File: src/rtl/param_sync_fifo.sv
// Single-clock FIFO with registered count, occupancy flags and one-cycle overflow/underflow pulses.
// Latency: rd_data registered one cycle after an accepted read; with PARAM_SYNC_FIFO_FWFT_EN the head word shows whenever not empty.
// Backpressure: writes are dropped while full and reads are ignored while empty; each dropped access raises an error pulse.
module param_sync_fifo #(
  parameter int DATA_W    = 128,
  parameter int DEPTH     = 16,
  parameter int AF_THRESH = DEPTH - 2,
  parameter int AE_THRESH = 2
) (
  input  logic                       clk,
  input  logic                       rst,
  input  logic                       wr_en,
  input  logic [DATA_W-1:0]          wr_data,
  input  logic                       rd_en,
  output logic [DATA_W-1:0]          rd_data,
  output logic                       full,
  output logic                       almost_full,
  output logic                       empty,
  output logic                       almost_empty,
  output logic [$clog2(DEPTH):0]     count,
  output logic                       overflow,
  output logic                       underflow
);

  localparam int AW = $clog2(DEPTH);
  localparam int CW = AW + 1;
  localparam logic [CW-1:0] FULL_CNT = CW'(DEPTH);
  localparam logic [CW-1:0] AF_CNT   = CW'(AF_THRESH);
  localparam logic [CW-1:0] AE_CNT   = CW'(AE_THRESH);

  logic [DATA_W-1:0] mem [DEPTH];
  logic [AW-1:0]     wr_ptr;
  logic [AW-1:0]     rd_ptr;
  logic              wr_acc;
  logic              rd_acc;

  // Flags decode only the registered count, so they never depend on this cycle's requests.
  assign full         = (count == FULL_CNT);
  assign empty        = (count == '0);
  assign almost_full  = (count >= AF_CNT);
  assign almost_empty = (count <= AE_CNT);

  assign wr_acc = wr_en && !full;
  assign rd_acc = rd_en && !empty;

  always_ff @(posedge clk or negedge rst) begin
    if (!rst) begin
      wr_ptr    <= '0;
      rd_ptr    <= '0;
      count     <= '0;
      overflow  <= 1'b0;
      underflow <= 1'b0;
    end else begin
      overflow  <= wr_en && full;
      underflow <= rd_en && empty;
      if (wr_acc) wr_ptr <= wr_ptr + AW'(1);
      if (rd_acc) rd_ptr <= rd_ptr + AW'(1);
      case ({wr_acc, rd_acc})
        2'b10:   count <= count + CW'(1);
        2'b01:   count <= count - CW'(1);
        default: count <= count;
      endcase
    end
  end

  // Storage is deliberately left out of reset; pointers and count alone define validity.
  always_ff @(posedge clk) begin
    if (rst && wr_acc) mem[wr_ptr] <= wr_data;
  end

`ifdef PARAM_SYNC_FIFO_FWFT_EN
  assign rd_data = empty ? '0 : mem[rd_ptr];
`else
  always_ff @(posedge clk or negedge rst) begin
    if (!rst) begin
      rd_data <= '0;
    end else if (rd_acc) begin
      rd_data <= mem[rd_ptr];
    end
  end
`endif

endmodule
File: config.mk
export PLATFORM = sky130hd
export DESIGN_NAME = param_sync_fifo
export DESIGN_NICKNAME = d
export VERILOG_FILES = /design/src/rtl/param_sync_fifo.sv
export SDC_FILE = /design/constraint.sdc
export NUM_CORES = 2
export LEC_CHECK = 0
export ABC_AREA = 1
export CORE_ASPECT_RATIO = 1.2
export CORE_UTILIZATION = 55
export CTS_CLUSTER_DIAMETER = 60
export CTS_CLUSTER_SIZE = 16
export DETAILED_ROUTE_END_ITERATION = 10
export PLACE_DENSITY = 0.75
export SLEW_MARGIN = 20
export SYNTH_ARGS = -nofsm -noshare
export SYNTH_HDL_FRONTEND = slang
export SYNTH_SLANG_ARGS = --single-unit
File: constraint.sdc
create_clock -name clk -period 7.56 [get_ports clk]
set_input_delay 0.756 -clock clk [delete_from_list [all_inputs] [get_ports clk]]
set_output_delay 0.756 -clock clk [all_outputs]
set_load 0.02 [all_outputs]
==> flow_metrics.env <==
export IMPL_yosysWarnings=0
export IMPL_use_met1_pct=36.5
export IMPL_fin_crit_sh_pct=54.2
export IMPL_seq_area_frac_synth_pct=76.9
export IMPL_die_area_mm2=0.156
export IMPL_leakagePower_nw=30.6
export IMPL_drc=0
export IMPL_comb_power_share_pct=32.8
export IMPL_first_global_vias=52300
export IMPL_hp_class="in -> async"
export IMPL_rsz0062_at_grt="false"
export IMPL_ctsLongestPathBuffers=3
export IMPL_place_hpwl_um=102000
export IMPL_die_w_um=360
export IMPL_setup_viol=0
export IMPL_swShare_pct=36.7
export IMPL_cts_clk_slew_worst_paths_ns=0.07
export IMPL_core_rowCount=157
export IMPL_cts_tree="done"
export IMPL_ys_ff_latch=2191
export IMPL_crit_arrival_ns=4.86
export IMPL_layout_nets=6602
export IMPL_start_util_pct=55.5
export IMPL_use_met3_pct=4.52
export IMPL_vias_per_cell=6.28
export IMPL_clock_latency_ns=0.83
export IMPL_dr_first_iter_drc_count=6918
export IMPL_final_cell_mix="2048 x edfxtp_1, 1053 x nor2_1, 1022 x o21ai_0"
export IMPL_syn_num_nets=6550
export IMPL_p_int_w=0.0218
export IMPL_p_clk_share_pct=23.8
export IMPL_max_freq_ghz=0.244
export IMPL_fp_dieH_um=432
export IMPL_cts_inserted_buffers=161
export IMPL_final_core_util_pct=61.3
export IMPL_cp_end_kind="flip-flop"
export IMPL_busiest_layer="met2"
export IMPL_drt_pass1_iter_count=7
export IMPL_timing_final_crit_period_ns=4.10
export IMPL_place_area_mm2=0.0888
export IMPL_max_slew_margin_rel_pct=13.0
export IMPL_stdcell_area_mm2=0.0936
export IMPL_hold_viol=0
export IMPL_syn_cell_area_mm2=0.0847
export IMPL_cp_start_kind="flip-flop"
export IMPL_yosysUniqueCellTypes=28
export IMPL_power_switching_w=0.0126
export IMPL_ioPinCount=271
export IMPL_cts_resized=0
export IMPL_cap_violations=0
export IMPL_layout_commonest_cell="edfxtp_1"
export IMPL_htree_levels=4
export IMPL_cp_required_ns=8.32
export IMPL_fin_setup_tns_ns=0
export IMPL_crit_type="reg -> reg"
export IMPL_grt_max_degree=247
export IMPL_grtUsageMet2_pct=44.6
export IMPL_clock_sinks=2191
export IMPL_worstMarginPinSlew_ns=1.31
export IMPL_wirelength_um=214000
export IMPL_cts_root_buf="clkbuf_16"
export IMPL_synthToLayoutAreaGrowth_pct=10.6
export IMPL_syn_inst=6410
export IMPL_drive_gt1_share_pct=4.35
export IMPL_status="finished, final reports clean"
export IMPL_place_congestion=0.769
export IMPL_p_per_area_mw_per_mm2=368
export IMPL_p_seq_share_pct=43.4
export IMPL_r2r_slack_ns=3.46
export IMPL_grt_pass1_wl_um=319000
export IMPL_skew_ns=0.0446
export IMPL_critPathMaxFanout=239
export IMPL_wire_per_inst_um=24.9
export IMPL_maxSlewViolCount=0
export IMPL_vias=54000
export IMPL_antenna_found_initial=29
export IMPL_peakVddDrop_mv=0.347
export IMPL_portBuffers=270
export IMPL_nFillCells=11100
export IMPL_syn_avg_cell_area_um2=13.2
export IMPL_core_mm2=0.153
export IMPL_grt_util_all_layers_pct=27.2
export IMPL_grt_overflow_total=0
export IMPL_ant_nets=0
==> flip-flops by register name, indices dropped and copies added, names as in the netlist <==
name / cells
overflow: 1
rd_data: 128
underflow: 1
mem: 2048
count: 5
rd_ptr: 4
wr_ptr: 4
==> Yosys cell counts <==
| cell | instances | share of area [%] |
|---|---|---|
| a31oi_1 | 2 | 0.015 |
| inv_2 | 2 | 0.0089 |
| nand2_1 | 730 | 3.2 |
| buf_1 | 32 | 0.14 |
| clkinv_1 | 1 | 0.0044 |
| inv_4 | 1 | 0.0074 |
| nand4_1 | 4 | 0.030 |
| o21ai_0 | 1022 | 6.0 |
| mux2i_1 | 7 | 0.083 |
| edfxtp_1 | 2048 | 73 |
| clkbuf_1 | 259 | 1.1 |
| nor2_1 | 1069 | 4.7 |
| buf_4 | 30 | 0.27 |
| buf_12 | 1 | 0.024 |
| xor2_1 | 9 | 0.093 |
| o221ai_1 | 56 | 0.58 |
| nand3_1 | 298 | 1.8 |
| xnor2_1 | 2 | 0.021 |
| o211ai_1 | 14 | 0.12 |
| inv_1 | 20 | 0.089 |
| a21oi_1 | 51 | 0.30 |
| buf_6 | 10 | 0.13 |
| ha_1 | 8 | 0.12 |
| o22ai_1 | 449 | 3.3 |
| o21ai_1 | 21 | 0.12 |
| buf_8 | 2 | 0.035 |
| dfrtp_1 | 143 | 4.2 |
| buf_2 | 119 | 0.70 |
==> per-layer routing <==
metal	wire length, µm	share of wire, %
met1	81800	38
met4	7490	3.5
met2	105000	49
met3	19800	9.3
met5	167	0.078
==> worst paths after layout <==
check | start | end | depth (start not counted)
setup / recovery | rd_ptr[0] | rd_data[80] | 10
hold / removal | rst | wr_ptr[3] | 2
setup reg to reg | rd_ptr[0] | rd_data[80] | 10
hold reg to reg | rd_data[46] | rd_data[46] | 2
max in group asynchronous | rst | rd_data[2] | 4
min in group clk | rd_data[46] | rd_data[46] | 2
==> power groups by stage <==
stage | clock network [W] | registers (W) | logic, W
floorplan | 0 | 0.0153 | 0.00727
global placement | 0 | 0.0152 | 0.0108
detailed placement | 0 | 0.0152 | 0.0111
CTS | 0.00826 | 0.0150 | 0.0112
global route | 0.00870 | 0.0150 | 0.0123
finish | 0.00818 | 0.0150 | 0.0113
==> cells by family (layout without fill, tap and decap cells) <==
group | after synthesis | in the layout | share of synthesized area [%]
AO/OA/AOI/OAI | 1615 | 1615 | 10.5
XOR/XNOR | 11 | 11 | 0.114
adder cells (fa/ha/maj) | 8 | 8 | 0.118
buffers and inverters | 477 | 662 | 2.56
flip-flops | 2191 | 2191 | 76.9
multiplexers | 7 | 7 | 0.0828
other | 0 | 14 | 0
AND/OR/NAND/NOR | 2101 | 2101 | 9.77
==> area by class of cell <==
type	instances	area, µm²	share of cell area (%)
multi-input cells	3742	17600	18.8
flip-flops and latches	2191	65100	69.5
diodes	14	35.0	0.0374
repair buffers	342	3520	3.76
clock buffers	270	4490	4.80
inverters	24	131	0.140
well taps	1987	2490	2.66
clock inverters	26	318	0.339
==> stage by stage <==
step           hold WS (ns)  cells  worst slack (ns)  total power [W]
6_report              0.404   8596              3.46           0.0344
5_1_grt               0.405   8591              3.14           0.0360
4_1_cts               0.365   8582              3.58           0.0344
3_5_place_dp          0.465   8285              3.37           0.0263
3_3_place_gp          0.463   8285              3.39           0.0260
2_1_floorplan         0.460   6410             0.357           0.0226
==> timing repair <==
item / in CTS / in global routing
hold buffers: 1 / 0
setup buffers: 0 / 0
hold endpoints to repair: 16 / 0
==> worst max-delay path, cell delays in order, from the launching register on <==
cell     delay (ns)
dfrtp_4        1.05
buf_12         0.68
buf_4          0.94
o21ai_0        0.29
o22ai_1        0.26
nand2_1        0.07
nand2_1        0.09
nand2_1        0.05
o21ai_1        0.12
nand2_1        0.06
nand2_1        0.08
Note: power is estimated with default switching activity, not from simulation.
